<file path="src/rtl/iterative_compare_unit.sv">
`default_nettype none
// ============================================================================
// Module      : iterative_compare_unit
// Description : Multi-cycle branch/set condition evaluator. Compares two
//               WIDTH-bit operands SLICE bits per cycle, MSB slice first,
//               and stops at the first differing slice. A start/busy/done
//               handshake lets the control unit stall until resolved.
// Ports       : clk, rst (async, active-high)
//               start, a, b, op     - request and operands (sampled on accept)
//               busy                - high whenever not idle
//               done                - one-cycle pulse, outputs valid from it
//               result              - condition outcome for the latched op
//               eq_flag/ltu_flag/lts_flag - equality / unsigned / signed less
// Revision    : 1.0 - initial release
// ============================================================================
module iterative_compare_unit #(
    parameter int WIDTH = 32,
    parameter int SLICE = 8
) (
    input  logic             clk,
    input  logic             rst,
    input  logic             start,
    input  logic [WIDTH-1:0] a,
    input  logic [WIDTH-1:0] b,
    input  logic [2:0]       op,
    output logic             busy,
    output logic             done,
    output logic             result,
    output logic             eq_flag,
    output logic             ltu_flag,
    output logic             lts_flag
);

    localparam int c_NSLICES = WIDTH / SLICE;
    localparam int c_IDX_W   = (c_NSLICES > 1) ? $clog2(c_NSLICES) : 1;
    localparam logic [c_IDX_W-1:0] c_TOP = c_IDX_W'(c_NSLICES - 1);

    // Condition codes
    localparam logic [2:0] c_OP_GES = 3'b001;
    localparam logic [2:0] c_OP_LTS = 3'b010;
    localparam logic [2:0] c_OP_NE  = 3'b011;
    localparam logic [2:0] c_OP_EQ  = 3'b100;
    localparam logic [2:0] c_OP_GEU = 3'b101;
    localparam logic [2:0] c_OP_LTU = 3'b110;
    localparam logic [2:0] c_OP_GTU = 3'b111;

    typedef enum logic [1:0] {
        S_IDLE = 2'b00,
        S_CMP  = 2'b01,
        S_DONE = 2'b10
    } state_t;

    state_t             r_state;
    logic [c_IDX_W-1:0] r_idx;
    logic [WIDTH-1:0]   r_a;
    logic [WIDTH-1:0]   r_b;
    logic [2:0]         r_op;
    logic               r_busy;
    logic               r_done;
    logic               r_result;
    logic               r_eq;
    logic               r_ltu;
    logic               r_lts;

    logic [SLICE-1:0]   w_sa;
    logic [SLICE-1:0]   w_sb;
    logic [SLICE-1:0]   w_sa_s;
    logic [SLICE-1:0]   w_sb_s;
    logic               w_top;
    logic               w_diff;
    logic               w_slice_ltu;
    logic               w_slice_lts;
    logic               w_fin_eq;
    logic               w_fin_ltu;
    logic               w_fin_lts;
    logic               w_fin_result;

    // Slice under examination plus the flag values that would be committed
    // if the comparison resolves in this cycle.
    always_comb begin
        w_sa   = r_a[int'(r_idx) * SLICE +: SLICE];
        w_sb   = r_b[int'(r_idx) * SLICE +: SLICE];
        w_top  = (r_idx == c_TOP);
        w_sa_s = w_sa;
        w_sb_s = w_sb;
        // Flipping the sign bit on the MSB slice turns a two's-complement
        // order into an unsigned one; lower slices order identically.
        if (w_top) begin
            w_sa_s[SLICE-1] = ~w_sa[SLICE-1];
            w_sb_s[SLICE-1] = ~w_sb[SLICE-1];
        end
        w_diff      = (w_sa != w_sb);
        w_slice_ltu = (w_sa < w_sb);
        w_slice_lts = w_top ? (w_sa_s < w_sb_s) : w_slice_ltu;

        w_fin_eq  = ~w_diff;
        w_fin_ltu = w_diff & w_slice_ltu;
        w_fin_lts = w_diff & w_slice_lts;

        w_fin_result = 1'b0;
        case (r_op)
            c_OP_EQ:  w_fin_result = w_fin_eq;
            c_OP_NE:  w_fin_result = ~w_fin_eq;
            c_OP_GEU: w_fin_result = ~w_fin_ltu;
            c_OP_LTU: w_fin_result = w_fin_ltu;
            c_OP_GES: w_fin_result = ~w_fin_lts;
            c_OP_LTS: w_fin_result = w_fin_lts;
            c_OP_GTU: w_fin_result = ~w_fin_ltu & ~w_fin_eq;
            default:  w_fin_result = 1'b0;
        endcase
    end

    always_ff @(posedge clk or posedge rst) begin
        if (rst) begin
            r_state  <= S_IDLE;
            r_idx    <= '0;
            r_a      <= '0;
            r_b      <= '0;
            r_op     <= '0;
            r_busy   <= 1'b0;
            r_done   <= 1'b0;
            r_result <= 1'b0;
            r_eq     <= 1'b0;
            r_ltu    <= 1'b0;
            r_lts    <= 1'b0;
        end else begin
            r_done <= 1'b0;
            case (r_state)
                S_IDLE: begin
                    if (start) begin
                        r_a     <= a;
                        r_b     <= b;
                        r_op    <= op;
                        r_idx   <= c_TOP;
                        r_busy  <= 1'b1;
                        r_state <= S_CMP;
                    end
                end
                S_CMP: begin
                    if (w_diff || (r_idx == '0)) begin
                        r_eq     <= w_fin_eq;
                        r_ltu    <= w_fin_ltu;
                        r_lts    <= w_fin_lts;
                        r_result <= w_fin_result;
                        r_done   <= 1'b1;
                        r_state  <= S_DONE;
                    end else begin
                        r_idx <= r_idx - c_IDX_W'(1);
                    end
                end
                S_DONE: begin
                    // Always pass through IDLE so start is never taken here.
                    r_busy  <= 1'b0;
                    r_state <= S_IDLE;
                end
                default: begin
                    r_busy  <= 1'b0;
                    r_state <= S_IDLE;
                end
            endcase
        end
    end

    assign busy     = r_busy;
    assign done     = r_done;
    assign result   = r_result;
    assign eq_flag  = r_eq;
    assign ltu_flag = r_ltu;
    assign lts_flag = r_lts;

endmodule
`default_nettype wire

</file>
<file path="config.mk">
export PLATFORM = sky130hd
export DESIGN_NAME = iterative_compare_unit
export DESIGN_NICKNAME = d
export VERILOG_FILES = /design/src/rtl/iterative_compare_unit.sv
export SDC_FILE = /design/constraint.sdc
export NUM_CORES = 1
export LEC_CHECK = 0
export BUFFER_PORTS_ARGS = -buffer_cell sky130_fd_sc_hd__buf_2
export CAP_MARGIN = 20
export CORE_MARGIN = 3
export CORE_UTILIZATION = 49
export CTS_BUF_LIST = sky130_fd_sc_hd__clkbuf_16
export DETAILED_ROUTE_END_ITERATION = 16
export PLACE_DENSITY = 0.79
export REMOVE_ABC_BUFFERS = 1
export SLEW_MARGIN = 20
export SYNTH_ARGS = -nofsm -noshare
export SYNTH_HDL_FRONTEND = slang
export SYNTH_SLANG_ARGS = --single-unit
</file>
<file path="constraint.sdc">
create_clock -name clk -period 2.8 [get_ports clk]
set_clock_uncertainty 0.2 [all_clocks]
set_input_delay 0.14 -clock clk [delete_from_list [all_inputs] [get_ports clk]]
set_output_delay 0.14 -clock clk [all_outputs]
set_load 0.1 [all_outputs]
</file>
==> flow_summary.toml <==
[grt]
grt_max_degree = 55
grt_overflow_total = 0
antenna_found_initial = 0
grt_pass1_wl_um = 14080
grt_pass1_vias = 2968
track_usage_pct = 21.44

[placement]
place_congestion = 0.8116
pre_cts_ws_ps = -207.2
portBuffers = 75
placed_cells = 425
dp_hpwl_um = 5402

[power]
power_uw = 4550
ir_drop_v = 0.0004227
leakagePower_uw = 0.002419
p_sw_uw = 1429
power_density_nw_per_um2 = 846.9
internal-power_uw = 3121
p_sw_share_pct = 31.41
p_comb_share_pct = 36.2
pwr-share-clk_pct = 26.5
p_seq_share_pct = 37.4

[sta]
rsz0062_at_grt = "true"
fmax_ghz = 0.3545
hold_viol = 0
layout_worst_path_cycle_share_pct = 100.8
final.setup.tns_ps = -21.22
whs_ps = 199.6
finalSetupViolCount = 1
post-route-min-period_ps = 2821
final.setup.worst_slack_ps = -21.22
tightest_slew_ps = 670.2
slew_headroom_pct = 55.32
maxSlewViolCount = 0

[yosys]
netlist_area_um2 = 3680
synth.distinct_cells = 33
synth_warnings = 0
ys_ff_latch = 77
synth_area_per_cell_um2 = 14.78
syn_inst = 249
ys_seq_area_share_pct = 52.36

[detailed_routing]
wirelength_um = 8811
viasPerCell = 5.231
drc = 0
route.detailed.wl_per_inst_um = 17.24
drt_iter0_drc = 73
routed-via-count = 2673
ant_nets = 0
first_pass_iters = 4

[status]
status = "finished, violations left"
violations = "negative setup slack"

[layout]
final_nets = 490
num_antenna_cells = 0
final_cell_mix = "dfrtp_1, buf_2, dlygate4sd3_1, mux2_2, buf_4"
drive_gt1_share_pct = 51.08
fin_cells = 511
area_growth_pct = 46.00

[clock_network]
clk_pin_slew_ps = 60
clock-sinks = 77
numCtsBuffers = 9
h-tree-depth = 3
cts_root_buf = "clkbuf_16"
cts_tree = "done"
clkLatencyLatePin_ps = 330
clk_path_buf_depth = 2

[die]
fp.dieH_um = 92.66
coreArea_um2 = 7019
std_cell_rows = 30
die_area_um2 = 8586
die_w_um = 92.66
start_util_pct = 52.42
ios = 76

[job]
maxCapViolCount = 0

[setup_path]
setup.worst_path.class = "reg2reg"
critical_path_required_ps = 2810
worstSetupStartpointType = "flip-flop"
cp_max_fo = 9
arrival_ps = 2830
worst_setup_path_end_kind = "flip-flop"

[hold_path]
min_path_type = "in2async"
-- stage by stage --
| step | util [%] | cell area (um^2) |
|---|---|---|
| floorplan | - | 3612 |
| global placement | 60.61 | 4254 |
| detailed placement | 60.61 | 4254 |
| CTS | 75.60 | 5306 |
| global route | 76.54 | 5373 |
| finish | 76.54 | 5373 |
-- per-layer routing --
metal	global-route usage, %	share of wire, %	vias to the layer above
met5	0	0	-
met4	8.791	1.6	0
met2	36.92	52	86
met3	4.955	4.6	13
li1	-	-	1238
met1	26.01	41	1336
-- final timing paths --
path / startpoint / end / slack, ps / depth (start not counted)
max reg2reg: r_idx[0]$_DFFE_PP0P_ / result$_DFFE_PP0P_ / -20 / 10
min in group clk: lts_flag$_DFFE_PP0P_ / lts_flag$_DFFE_PP0P_ / 300 / 1
min: rst / r_op[2]$_DFFE_PP0P_ / 200 / 3
max: r_idx[0]$_DFFE_PP0P_ / result$_DFFE_PP0P_ / -20 / 10
min reg2reg: lts_flag$_DFFE_PP0P_ / lts_flag$_DFFE_PP0P_ / 300 / 1
max in group asynchronous: rst / r_b[0]$_DFFE_PP0P_ / 1460 / 4
-- state kept, by name, summed over array words and instances, names as in the netlist --
signal / flops
r_op: 3
eq_flag: 1
r_idx: 2
done: 1
r_state: 2
lts_flag: 1
busy: 1
result: 1
r_b: 32
ltu_flag: 1
r_a: 32
-- cell families (layout without fill, tap and decap cells) --
group,Yosys count,after routing,share of synthesized area [%]
simple gates,27,27,4.658
flops,77,77,52.36
buf+inv,29,195,3.638
fa+ha+maj,10,10,3.400
mux,85,85,31.83
compound gates,21,21,4.114
-- power groups by stage --
stage               Combinational (uW)  Clock, uW  Sequential [uW]
floorplan                          888          0             1810
global placement                  1310          0             1680
detailed placement                1360          0             1700
global route                      1780       1260             1740
CTS                               1510       1210             1690
finish                            1650       1200             1700
-- cells in the mapped netlist --
cell	number	area, um^2
a2111oi_1	1	10.01
a211oi_1	3	22.52
a21o_1	4	30.03
a21oi_1	4	20.02
a221oi_1	1	8.760
a32o_1	1	10.01
a32oi_1	1	8.760
buf_2	9	45.04
buf_4	1	7.510
buf_6	1	11.26
clkbuf_1	1	3.750
dfrtp_1	77	1927
ha_1	10	125.1
inv_1	16	60.06
inv_4	1	6.260
mux2_2	67	754.5
mux2i_4	1	22.52
mux4_1	3	78.83
mux4_2	14	315.3
nand2_1	6	22.52
nand4_1	1	6.260
nand4_2	1	12.51
nor2_1	5	18.77
nor2b_1	5	31.28
nor3_1	3	15.01
nor3_4	2	32.53
nor3b_1	1	7.510
o211ai_2	1	12.51
o21ai_0	4	20.02
o21ai_2	1	8.760
or2_2	1	6.260
or3_4	1	11.26
or4_1	1	7.510
-- repair_timing --
action / in CTS / in global routing
endpoints found under the hold margin: 97 / 0
hold buffers: 68 / 0
pin swaps: 2 / 4
resized for setup: 9 / 14
setup endpoints to repair: 4 / 7
setup buffers: 1 / 2
-- worst max-delay path: stages, from the launching register on --
cell,delay [ps]
dfrtp_2,400
buf_12,150
buf_4,110
mux4_2,480
ha_1,290
nand2_1,70
buf_4,150
nor3_4,350
o21ai_1,150
a32oi_1,250
o211ai_2,90
-- cell type report --
cell class | count | area (um^2)
Clock buffer | 9 | 225.2
Sequential cell | 77 | 1929
Inverter | 17 | 67.56
Multi-Input combinational cell | 143 | 1732
Tap cell | 96 | 120.1
Timing Repair Buffer | 162 | 1219
Clock inverter | 7 | 80.08
Fill cell | 440 | 1647
(Power assumes the default switching activity.)
